===== config.mk =====
export PLATFORM = sky130hd
export DESIGN_NAME = wb_regfile_stage_flat
export DESIGN_NICKNAME = d
export VERILOG_FILES = /design/src/rtl/harvard_pkg.sv /design/src/rtl/wb_regfile_stage_if.sv /design/src/rtl/wb_skid_fifo.sv /design/src/rtl/wb_regfile_stage.sv /design/src/flat_wrapper.sv
export SDC_FILE = /design/constraint.sdc
export NUM_CORES = 1
export LEC_CHECK = 0
export ABC_AREA = 0
export ABC_CLOCK_PERIOD_IN_PS = 4800
export CAP_MARGIN = 10
export CELL_PAD_IN_SITES_DETAIL_PLACEMENT = 0
export CELL_PAD_IN_SITES_GLOBAL_PLACEMENT = 1
export CORE_MARGIN = 4
export CORE_UTILIZATION = 46
export DETAILED_ROUTE_END_ITERATION = 8
export GPL_TIMING_DRIVEN = 0
export PLACE_DENSITY_LB_ADDON = 0.2
export SKIP_CTS_REPAIR_TIMING = 1
export SYNTH_ARGS = -nofsm -noshare
export SYNTH_HDL_FRONTEND = slang
export SYNTH_SLANG_ARGS = --single-unit

===== constraint.sdc =====
create_clock -name clk -period 4.8 [get_ports clk]
set_clock_uncertainty 0.2 [all_clocks]
set_input_delay 0.96 -clock clk [delete_from_list [all_inputs] [get_ports clk]]
set_output_delay 0.96 -clock clk [all_outputs]
set_load 0.05 [all_outputs]

===== src/rtl/harvard_pkg.sv =====
// harvard_pkg: shared widths and the pending-write entry type for the writeback stage.
package harvard_pkg;
    localparam int DATA_W = 32;
    localparam int ADDR_W = 4;
    localparam int DEPTH  = 2;

    typedef struct packed {
        logic [ADDR_W-1:0] dest;
        logic [DATA_W-1:0] data;
    } wb_entry_t;
endpackage


===== src/rtl/wb_regfile_stage_if.sv =====
// wb_regfile_stage_if: ALU-result handshake, stall, read ports and status of the writeback stage.
interface wb_regfile_stage_if
    import harvard_pkg::*;
#(
    parameter int DATA_W = harvard_pkg::DATA_W,
    parameter int ADDR_W = harvard_pkg::ADDR_W,
    parameter int DEPTH  = harvard_pkg::DEPTH
);
    localparam int CW = $clog2(DEPTH + 1);
    logic              in_valid;
    logic              in_ready;
    logic [DATA_W-1:0] in_data;
    logic [ADDR_W-1:0] in_dest;
    logic              wb_stall;
    logic [ADDR_W-1:0] rd_addr_a;
    logic [ADDR_W-1:0] rd_addr_b;
    logic [DATA_W-1:0] rd_data_a;
    logic [DATA_W-1:0] rd_data_b;
    logic [CW-1:0]     buf_count;
    logic [15:0]       retire_count;

    modport master (
        output in_valid, in_data, in_dest, wb_stall, rd_addr_a, rd_addr_b,
        input  in_ready, rd_data_a, rd_data_b, buf_count, retire_count
    );
    modport slave (
        input  in_valid, in_data, in_dest, wb_stall, rd_addr_a, rd_addr_b,
        output in_ready, rd_data_a, rd_data_b, buf_count, retire_count
    );
endinterface


===== src/rtl/wb_skid_fifo.sv =====
// wb_skid_fifo: pending-write FIFO kept in age order (index 0 oldest) so the
// forwarding mux can scan every live entry.
module wb_skid_fifo
    import harvard_pkg::*;
#(
    parameter int DEPTH = harvard_pkg::DEPTH,
    localparam int CW   = $clog2(DEPTH + 1)
) (
    input  logic      clk,
    input  logic      reset,
    input  logic      push_i,
    input  logic      pop_i,
    input  wb_entry_t din_i,
    output logic [CW-1:0] count_o,
    output wb_entry_t entries_o [DEPTH]
);
    logic [CW-1:0] count_q, count_d, wr_idx;
    wb_entry_t     entries_q [DEPTH];
    wb_entry_t     entries_d [DEPTH];
    logic          push, pop;

    assign pop    = pop_i && count_q != '0;
    assign push   = push_i && count_q != CW'(DEPTH);
    assign wr_idx = count_q - CW'(pop);

    // Pop shifts everything toward index 0; a same-edge push lands behind the survivors.
    always_comb begin
        entries_d = entries_q;
        for (int i = 0; i < DEPTH - 1; i++)
            entries_d[i] = pop ? entries_q[i+1] : entries_q[i];
        for (int i = 0; i < DEPTH; i++)
            if (push && CW'(i) == wr_idx) entries_d[i] = din_i;
        count_d = count_q + CW'(push) - CW'(pop);
    end

    always_ff @(posedge clk) begin
        if (reset) begin
            count_q <= '0;
            for (int i = 0; i < DEPTH; i++) entries_q[i] <= '0;
        end else begin
            count_q   <= count_d;
            entries_q <= entries_d;
        end
    end

    assign count_o   = count_q;
    assign entries_o = entries_q;
endmodule


===== src/rtl/wb_regfile_stage.sv =====
// wb_regfile_stage: buffers ALU results, drains them into the register file and
// forwards still-pending writes to both read ports.
module wb_regfile_stage
    import harvard_pkg::*;
#(
    parameter int DATA_W = harvard_pkg::DATA_W,
    parameter int ADDR_W = harvard_pkg::ADDR_W,
    parameter int DEPTH  = harvard_pkg::DEPTH
) (
    input logic clk,
    input logic reset,
    wb_regfile_stage_if.slave bus
);
    localparam int CW   = $clog2(DEPTH + 1);
    localparam int NREG = 2 ** ADDR_W;

    logic [CW-1:0]     count;
    wb_entry_t         entries [DEPTH];
    wb_entry_t         din;
    logic              push, pop;
    logic [DATA_W-1:0] regfile_q [NREG];
    logic [15:0]       retire_q;
    logic [DATA_W-1:0] rd_a, rd_b;

    assign din          = '{dest: bus.in_dest, data: bus.in_data};
    assign bus.in_ready = count != CW'(DEPTH);
    assign push         = bus.in_valid && bus.in_ready;
    assign pop          = count != '0 && !bus.wb_stall;

    wb_skid_fifo #(.DEPTH(DEPTH)) u_fifo (
        .clk       (clk),
        .reset     (reset),
        .push_i    (push),
        .pop_i     (pop),
        .din_i     (din),
        .count_o   (count),
        .entries_o (entries)
    );

    // Writes to r0 are dropped but still count as retired.
    always_ff @(posedge clk) begin
        if (reset) begin
            retire_q <= '0;
            for (int i = 0; i < NREG; i++) regfile_q[i] <= '0;
        end else if (pop) begin
            retire_q <= retire_q + 16'd1;
            if (entries[0].dest != '0) regfile_q[entries[0].dest] <= entries[0].data;
        end
    end

    // Ascending age scan: the youngest matching pending entry overrides older ones.
    always_comb begin
        rd_a = regfile_q[bus.rd_addr_a];
        rd_b = regfile_q[bus.rd_addr_b];
        for (int i = 0; i < DEPTH; i++) begin
            rd_a = (CW'(i) < count && entries[i].dest == bus.rd_addr_a) ? entries[i].data : rd_a;
            rd_b = (CW'(i) < count && entries[i].dest == bus.rd_addr_b) ? entries[i].data : rd_b;
        end
        rd_a = bus.rd_addr_a == '0 ? '0 : rd_a;
        rd_b = bus.rd_addr_b == '0 ? '0 : rd_b;
    end

    assign bus.rd_data_a    = rd_a;
    assign bus.rd_data_b    = rd_b;
    assign bus.buf_count    = count;
    assign bus.retire_count = retire_q;
endmodule

===== src/flat_wrapper.sv =====
// flat-port wrapper written by rule: the top's interface ports become plain ports
module wb_regfile_stage_flat import harvard_pkg::*;
#(
    parameter int DATA_W = harvard_pkg::DATA_W,
    parameter int ADDR_W = harvard_pkg::ADDR_W,
    parameter int DEPTH  = harvard_pkg::DEPTH
)
  (clk, reset, bus_in_valid, bus_in_data, bus_in_dest, bus_wb_stall, bus_rd_addr_a, bus_rd_addr_b, bus_in_ready, bus_rd_data_a, bus_rd_data_b, bus_buf_count, bus_retire_count);
  wb_regfile_stage_if #(.DATA_W(DATA_W), .ADDR_W(ADDR_W), .DEPTH(DEPTH)) bus_i ();
  input logic clk;
  input logic reset;
  input wire logic [$bits(bus_i.in_valid)-1:0] bus_in_valid;
  input wire logic [$bits(bus_i.in_data)-1:0] bus_in_data;
  input wire logic [$bits(bus_i.in_dest)-1:0] bus_in_dest;
  input wire logic [$bits(bus_i.wb_stall)-1:0] bus_wb_stall;
  input wire logic [$bits(bus_i.rd_addr_a)-1:0] bus_rd_addr_a;
  input wire logic [$bits(bus_i.rd_addr_b)-1:0] bus_rd_addr_b;
  output wire logic [$bits(bus_i.in_ready)-1:0] bus_in_ready;
  output wire logic [$bits(bus_i.rd_data_a)-1:0] bus_rd_data_a;
  output wire logic [$bits(bus_i.rd_data_b)-1:0] bus_rd_data_b;
  output wire logic [$bits(bus_i.buf_count)-1:0] bus_buf_count;
  output wire logic [$bits(bus_i.retire_count)-1:0] bus_retire_count;
  assign bus_i.in_valid = bus_in_valid;
  assign bus_i.in_data = bus_in_data;
  assign bus_i.in_dest = bus_in_dest;
  assign bus_i.wb_stall = bus_wb_stall;
  assign bus_i.rd_addr_a = bus_rd_addr_a;
  assign bus_i.rd_addr_b = bus_rd_addr_b;
  assign bus_in_ready = bus_i.in_ready;
  assign bus_rd_data_a = bus_i.rd_data_a;
  assign bus_rd_data_b = bus_i.rd_data_b;
  assign bus_buf_count = bus_i.buf_count;
  assign bus_retire_count = bus_i.retire_count;
  wb_regfile_stage #(.DATA_W(DATA_W), .ADDR_W(ADDR_W), .DEPTH(DEPTH)) u_core (.clk(clk), .reset(reset), .bus(bus_i));
endmodule

==> impl_metrics.sql, run 1 <==
INSERT INTO impl_metrics (metric_group, metric, value, unit) VALUES
('status', 'outcome', 'complete, but fails checks', ''),
('status', 'failing_checks', 'negative setup slack', ''),
('sta', 'worst_slack', '-0.137', 'ns'),
('grt', 'track_usage', '0.312', ''),
('placed_design', 'place.gp.congestion', '0.968', ''),
('worst_setup_path', 'worst_path_largest_cell_delay', '0.54', 'ns'),
('min_path', 'hold_class', 'reg -> reg', ''),
('detailed_routing', 'number_of_drc_violations_after_detailed_routing', '0', ''),
('grt', 'first_global_vias', '25300', ''),
('clock_network', 'cts_tree', 'yes', ''),
('grt', 'grt_max_degree', '25', ''),
('floorplanning', 'die_x', '273', 'µm'),
('floorplanning', 'initial_utilization', '0.467', ''),
('layout', 'final_util', '0.554', ''),
('worst_setup_path', 'worstPathArrival', '3.78', 'ns'),
('clock_network', 'cts-htree-levels', '3', ''),
('sta', 'maxSlewViolCount', '0', ''),
('synthesis', 'post_synth_inst_count', '2728', ''),
('worst_setup_path', 'worstSetupPathType', 'in -> out', ''),
('floorplanning', 'top_level_ports', '131', ''),
('clock_network', 'buffer_cell_driving_the_clock_tree_root', 'clkbuf_16', ''),
('placed_design', 'port-buffer-count', '126', ''),
('power', 'worst_ir_drop_vdd', '0.000229', 'V'),
('power', 'cellPowerDensity', '400', 'nW/µm²'),
('sta', 'timing.final.setup_violations', '6', ''),
('worst_setup_path', 'critical_path.startpoint_type', 'primary input', ''),
('worst_setup_path', 'worstPathCellList', 'clkbuf_1, clkbuf_4, buf_2, nor2_1, a21oi_1, nand3_1, a221oi_2, clkbuf_2', ''),
('clock_network', 'cts.sinks', '602', ''),
('clock_network', 'worst_setup_hold_path_clk_slew', '0.06', 'ns'),
('detailed_routing', 'drt_first_pass_iters', '6', ''),
('detailed_routing', 'wl', '118000', 'µm'),
('worst_setup_path', 'timing.critical_path.required', '3.64', 'ns'),
('clock_network', 'worst_skew_pair.late_latency', '0.61', 'ns'),
('synthesis', 'post_synth_instance_area', '32200', 'µm²'),
('synthesis', 'synthesis.yosys.warnings', '0', ''),
('layout', 'num-nets-final', '3023', ''),
('synthesis', 'synth_enable_flop_cells', '512', ''),
('placed_design', 'preCtsSetupSlack', '-1.29', 'ns'),
('sta', 'fin_hold_ws', '0.291', 'ns'),
('sta', 'finalHoldViolCount', '0', ''),
('sta', 'max_clk_rate', '203', 'MHz'),
('placed_design', 'place.detailed.hpwl', '89900', 'µm'),
('sta', 'max_slew_margin', '0.162', ''),
('floorplanning', 'die-area', '74300', 'µm²'),
('grt', 'antenna_found_initial', '0', ''),
('sta', 'grt_setup_unrepaired', 'true', ''),
('synthesis', 'yosys_most_used_dff', 'edfxtp_1', ''),
('grt', 'global_route.overflow_total', '0', ''),
('power', 'p_total', '15.3', 'mW'),
('detailed_routing', 'post_drt_wl_per_cell', '29.9', 'µm'),
('worst_setup_path', 'worstSetupEndpointType', 'primary output', ''),
('floorplanning', 'die_height', '273', 'µm'),
('layout', 'filler_cell_count', '5838', ''),
('detailed_routing', 'postRouteAntennaNets', '0', ''),
('power', 'cellLeakagePower', '12.8', 'nW'),
('floorplanning', 'core', '69100', 'µm²'),
('job', 'cap_viol_max_count', '0', ''),
('floorplanning', 'num_rows', '96', ''),
('synthesis', 'ys_seq_area_frac', '0.533', ''),
('clock_network', 'ctsLongestPathBuffers', '3', ''),
('layout', 'area_overhead_vs_synth', '18.7', '%'),
('layout', 'post_route_cells_drive_above_1_share', '0.205', ''),
('synthesis', 'synth_cell_type_count', '39', ''),
('sta', 'timing.final.crit_share', '1.03', ''),
('clock_network', 'tritoncts.num_buffers', '67', ''),
('sta', 'timing_worst_slew_pin_value', '1.26', 'ns'),
('detailed_routing', 'avgViaCountPerCell', '6.49', ''),
('detailed_routing', 'dr_total_vias', '25600', ''),
('sta', 'final_period_minus_worst_setup_slack', '4.94', 'ns'),
('detailed_routing', 'drtIter0Drc', '3371', ''),
('synthesis', 'async_flop_share', '0', ''),
('worst_setup_path', 'critical-path-slowest-cell', 'a221oi_2', ''),
('grt', 'grt_pass1_wl', '170000', 'µm'),
('worst_setup_path', 'path_max_fanout', '10', ''),
('synthesis', 'syn_avg_cell_area', '11.8', 'µm²'),
('synthesis', 'ys_seq_elements', '602', '');
## worst max-delay path: cells and delay by family
kind	cells	cell delay, ns
AO/OA/AOI/OAI	2	0.70
buffers and inverters	4	1.84
AND/OR/NAND/NOR	2	0.25
## synthesized netlist by cell type, drive strengths merged, types with 2 or more instances
library cell,n,share of area
edfxtp,512,0.48
nor3,456,0.073
clkbuf,232,0.027
nand2,219,0.026
mux2i,192,0.060
mux4,192,0.13
nor2,177,0.021
a21oi,106,0.016
buf,97,0.019
nor4,97,0.019
dfxtp,90,0.056
o21ai,80,0.012
nand3,73,0.011
a221oi,64,0.018
a311oi,36,0.0098
clkinv,32,0.0037
xnor2,15,0.0041
xor2,14,0.0038
and3,5,0.00097
nor2b,5,0.00097
and2,4,0.00078
inv,4,0.00047
nand4,4,0.00078
or3,4,0.00078
nand2b,3,0.00058
o31ai,3,0.00070
or4,3,0.00070
ha,2,0.00078
nand3b,2,0.00047
## power by group
| group | switching, mW | internal, mW |
|---|---|---|
| combinational | 2.85 | 1.08 |
| clock | 2.14 | 3.09 |
| sequential | 0.193 | 5.95 |
## through the flow
| step | instance area, µm² | setup TNS (ns) | std cells |
|---|---|---|---|
| 6_report | 38200 | -0.211 | 3952 |
| 5_1_grt | 38200 | -0.520 | 3950 |
| 4_1_cts | 37500 | -60.79 | 3949 |
| 3_5_place_dp | 35400 | -59.88 | 3834 |
| 3_3_place_gp | 34800 | -1426.90 | 3816 |
| 2_1_floorplan | 32300 | -4.75 | 2759 |
## layout make-up
type	instances	area (µm²)	share of cell area
Sequential cell	602	17200	0.449
Multi-Input combinational cell	1792	14400	0.378
Clock buffer	89	1900	0.0496
Timing Repair Buffer	148	1580	0.0413
Buffer	326	1560	0.0408
Tap cell	931	1160	0.0305
Clock inverter	26	285	0.00746
Inverter	36	135	0.00353
Antenna cell	2	5.00	0.000131
## placed cells by master, fill, tap and decap left out, drive strengths merged, types with 4 or more instances in the layout
master,synthesis,layout
nor2b,5,5
xnor2,15,15
bufinv,0,6
a311oi,36,36
nor2,177,177
clkdlybuf4s50,0,62
nor3,456,456
mux4,192,192
dfxtp,90,90
o21ai,80,80
and2,4,4
and3,5,5
xor2,14,14
edfxtp,512,512
clkinv,32,51
a221oi,64,64
buf,97,164
nor4,97,97
nand2,219,219
conb,1,32
or3,4,4
nand4,4,4
inv,4,4
nand3,73,73
a21oi,106,106
clkbuf,232,337
mux2i,192,192
## flip-flops by register name (all words and copies together), names as in the netlist
register                 flops
u_core.bus.retire_count     16
u_core.u_fifo.entries_o     72
u_core.regfile_q           512
u_core.u_fifo.count_o        2
## final timing paths
path	start	to	depth (start not counted)	slack, ns
hold / removal	u_core.u_fifo.entries_o[45]$_SDFFE_PP0P_	u_core.u_fifo.entries_o[45]$_SDFFE_PP0P_	2	0.29
setup / recovery	bus_rd_addr_b[0]	bus_rd_data_b[31]	8	-0.14
setup reg to reg	u_core.u_fifo.count_o[1]$_SDFF_PP0_	u_core.regfile_q[4][9]$_SDFFCE_PN0P_	7	1.07
hold reg to reg	u_core.u_fifo.entries_o[45]$_SDFFE_PP0P_	u_core.u_fifo.entries_o[45]$_SDFFE_PP0P_	2	0.29
## per-layer routing
layer / global-route usage / vias to the layer above / wire length [µm]
li1: - / 11000 / -
met4: 0.113 / 0 / 4330
met5: 0 / - / 0
met3: 0.0793 / 276 / 13200
met2: 0.498 / 1536 / 54800
met1: 0.416 / 12800 / 46000
## kinds of logic after synthesis
group / count (synthesis) / synth area share
other: 1 / 0.000116
adders and majority gates: 2 / 0.000777
buffers and inverters: 365 / 0.0505
DFF: 602 / 0.533
AOI/OAI and AO/OA: 291 / 0.0581
and+or+nand+nor: 1054 / 0.156
xor gates and xnor gates: 29 / 0.00788
muxes: 384 / 0.194
No activity file was read; power rests on OpenSTA's default activity.
==> inputs of run 2 (changes only) <==
--- a/config.mk
+++ b/config.mk
@@ -5,13 +5,12 @@
 export SDC_FILE = /design/constraint.sdc
 export NUM_CORES = 1
 export LEC_CHECK = 0
-export ABC_AREA = 0
-export ABC_CLOCK_PERIOD_IN_PS = 4800
+export ABC_CLOCK_PERIOD_IN_PS = 5550
 export CAP_MARGIN = 10
 export CELL_PAD_IN_SITES_DETAIL_PLACEMENT = 0
 export CELL_PAD_IN_SITES_GLOBAL_PLACEMENT = 1
 export CORE_MARGIN = 4
-export CORE_UTILIZATION = 46
+export CORE_UTILIZATION = 50
 export DETAILED_ROUTE_END_ITERATION = 8
 export GPL_TIMING_DRIVEN = 0
 export PLACE_DENSITY_LB_ADDON = 0.2
==> constraint.sdc (replaced) <==
create_clock -name clk -period 5.55 [get_ports clk]
set_clock_uncertainty 0.2 [all_clocks]
set_input_delay 1.11 -clock clk [delete_from_list [all_inputs] [get_ports clk]]
set_output_delay 1.11 -clock clk [all_outputs]
set_load 0.05 [all_outputs]
==> run 2 against run 1 <==
Compared with the run above:
- largest cell class unchanged
- critical endpoint is now bus_rd_data_b[21]
- routed wire length shrank 2.6%
- the run still ends with negative setup slack left
- die area shrank 7.8%
- worst hold slack gained 0.0020 ns
- count of clock-buffer cells in the layout shrank 1
- global-route usage grew 2.0 points
- sequential share of layout area grew 0.95 points
- setup slack gained 0.045 ns
- via count shrank 0.53%
- largest power group unchanged
- non-clock buffer count grew 1
==> impl_metrics.sql, run 2 (synthesis results as in run 1) <==
INSERT INTO impl_metrics (metric_group, metric, value, unit) VALUES
('clock_network', 'buffer_cell_driving_the_clock_tree_root', 'clkbuf_16', ''),
('layout', 'area_overhead_vs_synth', '16.2', '%'),
('grt', 'track_usage', '0.332', ''),
('clock_network', 'worst_skew_pair.late_latency', '0.61', 'ns'),
('layout', 'largest_register_ff_count', '512', ''),
('status', 'outcome', 'complete, but fails checks', ''),
('worst_setup_path', 'worstSetupPathType', 'in -> out', ''),
('sta', 'timing_worst_slew_pin_value', '1.24', 'ns'),
('power', 'power_frac_seq', '0.411', ''),
('detailed_routing', 'number_of_drc_violations_after_detailed_routing', '0', ''),
('worst_setup_path', 'worstPathCellList', 'clkdlybuf4s50_1, buf_4, buf_6, nor2b_1, clkbuf_1, clkbuf_1, a21oi_1, nand3_1, a221oi_1, clkbuf_2', ''),
('worst_setup_path', 'timing.critical_path.required', '4.24', 'ns'),
('clock_network', 'cts-htree-levels', '3', ''),
('placed_design', 'numPlacedInstances', '3750', ''),
('placed_design', 'place.detailed.hpwl', '89600', 'µm'),
('sta', 'final_period_minus_worst_setup_slack', '5.64', 'ns'),
('sta', 'finalHoldViolCount', '0', ''),
('detailed_routing', 'post_drt_wl_per_cell', '29.8', 'µm'),
('sta', 'timing.final.setup_violations', '4', ''),
('placed_design', 'place.gp.congestion', '0.959', ''),
('grt', 'antenna_found_initial', '1', ''),
('detailed_routing', 'postRouteAntennaNets', '0', ''),
('floorplanning', 'die-area', '68600', 'µm²'),
('worst_setup_path', 'critical_path.startpoint_type', 'primary input', ''),
('grt', 'grt_pass1_wl', '166000', 'µm'),
('floorplanning', 'die_x', '262', 'µm'),
('clock_network', 'worst_setup_hold_path_clk_slew', '0.06', 'ns'),
('detailed_routing', 'dr_total_vias', '25500', ''),
('power', 'power_switching', '4.42', 'mW'),
('floorplanning', 'initial_utilization', '0.508', ''),
('worst_setup_path', 'worstPathArrival', '4.33', 'ns'),
('clock_network', 'ctsLongestPathBuffers', '3', ''),
('sta', 'maxSlewViolCount', '0', ''),
('worst_setup_path', 'path_max_fanout', '10', ''),
('detailed_routing', 'avgViaCountPerCell', '6.59', ''),
('power', 'cellPowerDensity', '345', 'nW/µm²'),
('sta', 'fin_hold_ws', '0.293', 'ns'),
('power', 'internal_power', '8.52', 'mW'),
('layout', 'filler_cell_count', '5129', ''),
('worst_setup_path', 'timing.critical_path.buf_inv', '6', ''),
('power', 'cellLeakagePower', '12.9', 'nW'),
('power', 'worst_ir_drop_vdd', '0.000180', 'V'),
('layout', 'num_antenna_cells', '0', ''),
('floorplanning', 'num_rows', '92', ''),
('grt', 'global_route.overflow_total', '0', ''),
('min_path', 'hold_class', 'reg -> reg', ''),
('status', 'failing_checks', 'negative setup slack', ''),
('worst_setup_path', 'critical-path-top-cell-by-count', 'clkbuf_1', ''),
('layout', 'number_of_cells_in_the_finished_layout_apart_from_fillers', '3868', ''),
('detailed_routing', 'wl', '115000', 'µm'),
('floorplanning', 'top_level_ports', '131', ''),
('worst_setup_path', 'critical-path-slowest-cell', 'a221oi_1', ''),
('clock_network', 'cts.sinks', '602', ''),
('worst_setup_path', 'reg2reg_setup_slack', '1.92', 'ns'),
('power', 'comb_power_share', '0.251', ''),
('worst_setup_path', 'worstSetupEndpointType', 'primary output', ''),
('layout', 'post_route_cells_drive_above_1_share', '0.162', ''),
('layout', 'num-nets-final', '3024', ''),
('job', 'cap_viol_max_count', '0', ''),
('power', 'power_switching_share', '0.341', ''),
('sta', 'max_slew_margin', '0.171', ''),
('placed_design', 'preCtsSetupSlack', '-0.588', 'ns'),
('power', 'power.share.clock', '0.338', ''),
('layout', 'final_common_cell', 'edfxtp_1', ''),
('placed_design', 'port-buffer-count', '126', ''),
('grt', 'first_global_vias', '25100', ''),
('worst_setup_path', 'worst_path_largest_cell_delay', '0.56', 'ns'),
('clock_network', 'tritoncts.num_buffers', '67', ''),
('detailed_routing', 'drtIter0Drc', '3930', ''),
('sta', 'worst_slack', '-0.0919', 'ns'),
('floorplanning', 'core', '63400', 'µm²'),
('layout', 'area_occupied_by_multi_input_gates', '13800', 'µm²'),
('layout', 'mostFrequentLayoutCells', 'edfxtp_1 (512), nor3_1 (442), clkbuf_1 (240)', ''),
('sta', 'max_clk_rate', '177', 'MHz'),
('detailed_routing', 'drt_first_pass_iters', '7', ''),
('layout', 'ff_latch_area', '17200', 'µm²'),
('sta', 'timing.final.crit_share', '1.02', ''),
('clock_network', 'cts_tree', 'yes', ''),
('worst_setup_path', 'crit_family', 'buffers and inverters', ''),
('floorplanning', 'die_height', '262', 'µm'),
('layout', 'register_containing_the_most_flip_flops_in_the_final_layout', 'u_core.regfile_q', ''),
('grt', 'grt_max_degree', '26', '');
-- run 2: tightest hold or removal path: stages (launching register included) --
cell and delay (ns):
dfxtp_1 0.31, nand2_1 0.05, a311oi_1 0.08
-- run 2: metal layers --
| layer | share of wire | GRT usage |
|---|---|---|
| met5 | 0.00011 | 0 |
| met4 | 0.044 | 0.134 |
| met3 | 0.11 | 0.0711 |
| met2 | 0.45 | 0.514 |
| met1 | 0.39 | 0.461 |
-- run 2: path summary, 6_finish.rpt --
path                                                  from                                  endpoint  cells past startpoint
hold reg to reg   u_core.u_fifo.entries_o[41]$_SDFFE_PP0P_  u_core.u_fifo.entries_o[41]$_SDFFE_PP0P_                      2
hold / removal    u_core.u_fifo.entries_o[41]$_SDFFE_PP0P_  u_core.u_fifo.entries_o[41]$_SDFFE_PP0P_                      2
setup / recovery                          bus_rd_addr_b[1]                         bus_rd_data_b[21]                     10
setup reg to reg       u_core.u_fifo.count_o[1]$_SDFF_PP0_    u_core.regfile_q[10][26]$_SDFFCE_PN0P_                      7
-- run 2: per-stage QoR --
stage,setup TNS (ns),power (mW),util,area [µm²]
2_1_floorplan,0,7.32,-,32300
3_3_place_gp,-946.24,8.50,0.546,34700
3_5_place_dp,-24.08,8.60,0.557,35300
4_1_cts,-23.93,12.9,0.590,37400
5_1_grt,-0.0138,13.3,0.590,37500
6_report,-0.245,12.9,0.590,37500
-- run 2: power groups by stage --
stage	Sequential, mW	Combinational, mW	Clock, mW
2_1_floorplan	5.38	1.93	0
3_3_place_gp	5.40	3.10	0
3_5_place_dp	5.40	3.20	0
4_1_cts	5.31	3.21	4.37
5_1_grt	5.34	3.39	4.57
6_report	5.32	3.25	4.37
-- run 2: layout make-up --
| cell class | instances | area share |
|---|---|---|
| sequential | 602 | 0.459 |
| multi-input combinational | 1792 | 0.369 |
| clock buffer | 88 | 0.0506 |
| timing repair buffer | 146 | 0.0437 |
| buffer | 329 | 0.0402 |
| tap | 846 | 0.0283 |
| clock inverter | 29 | 0.00605 |
| inverter | 36 | 0.00361 |
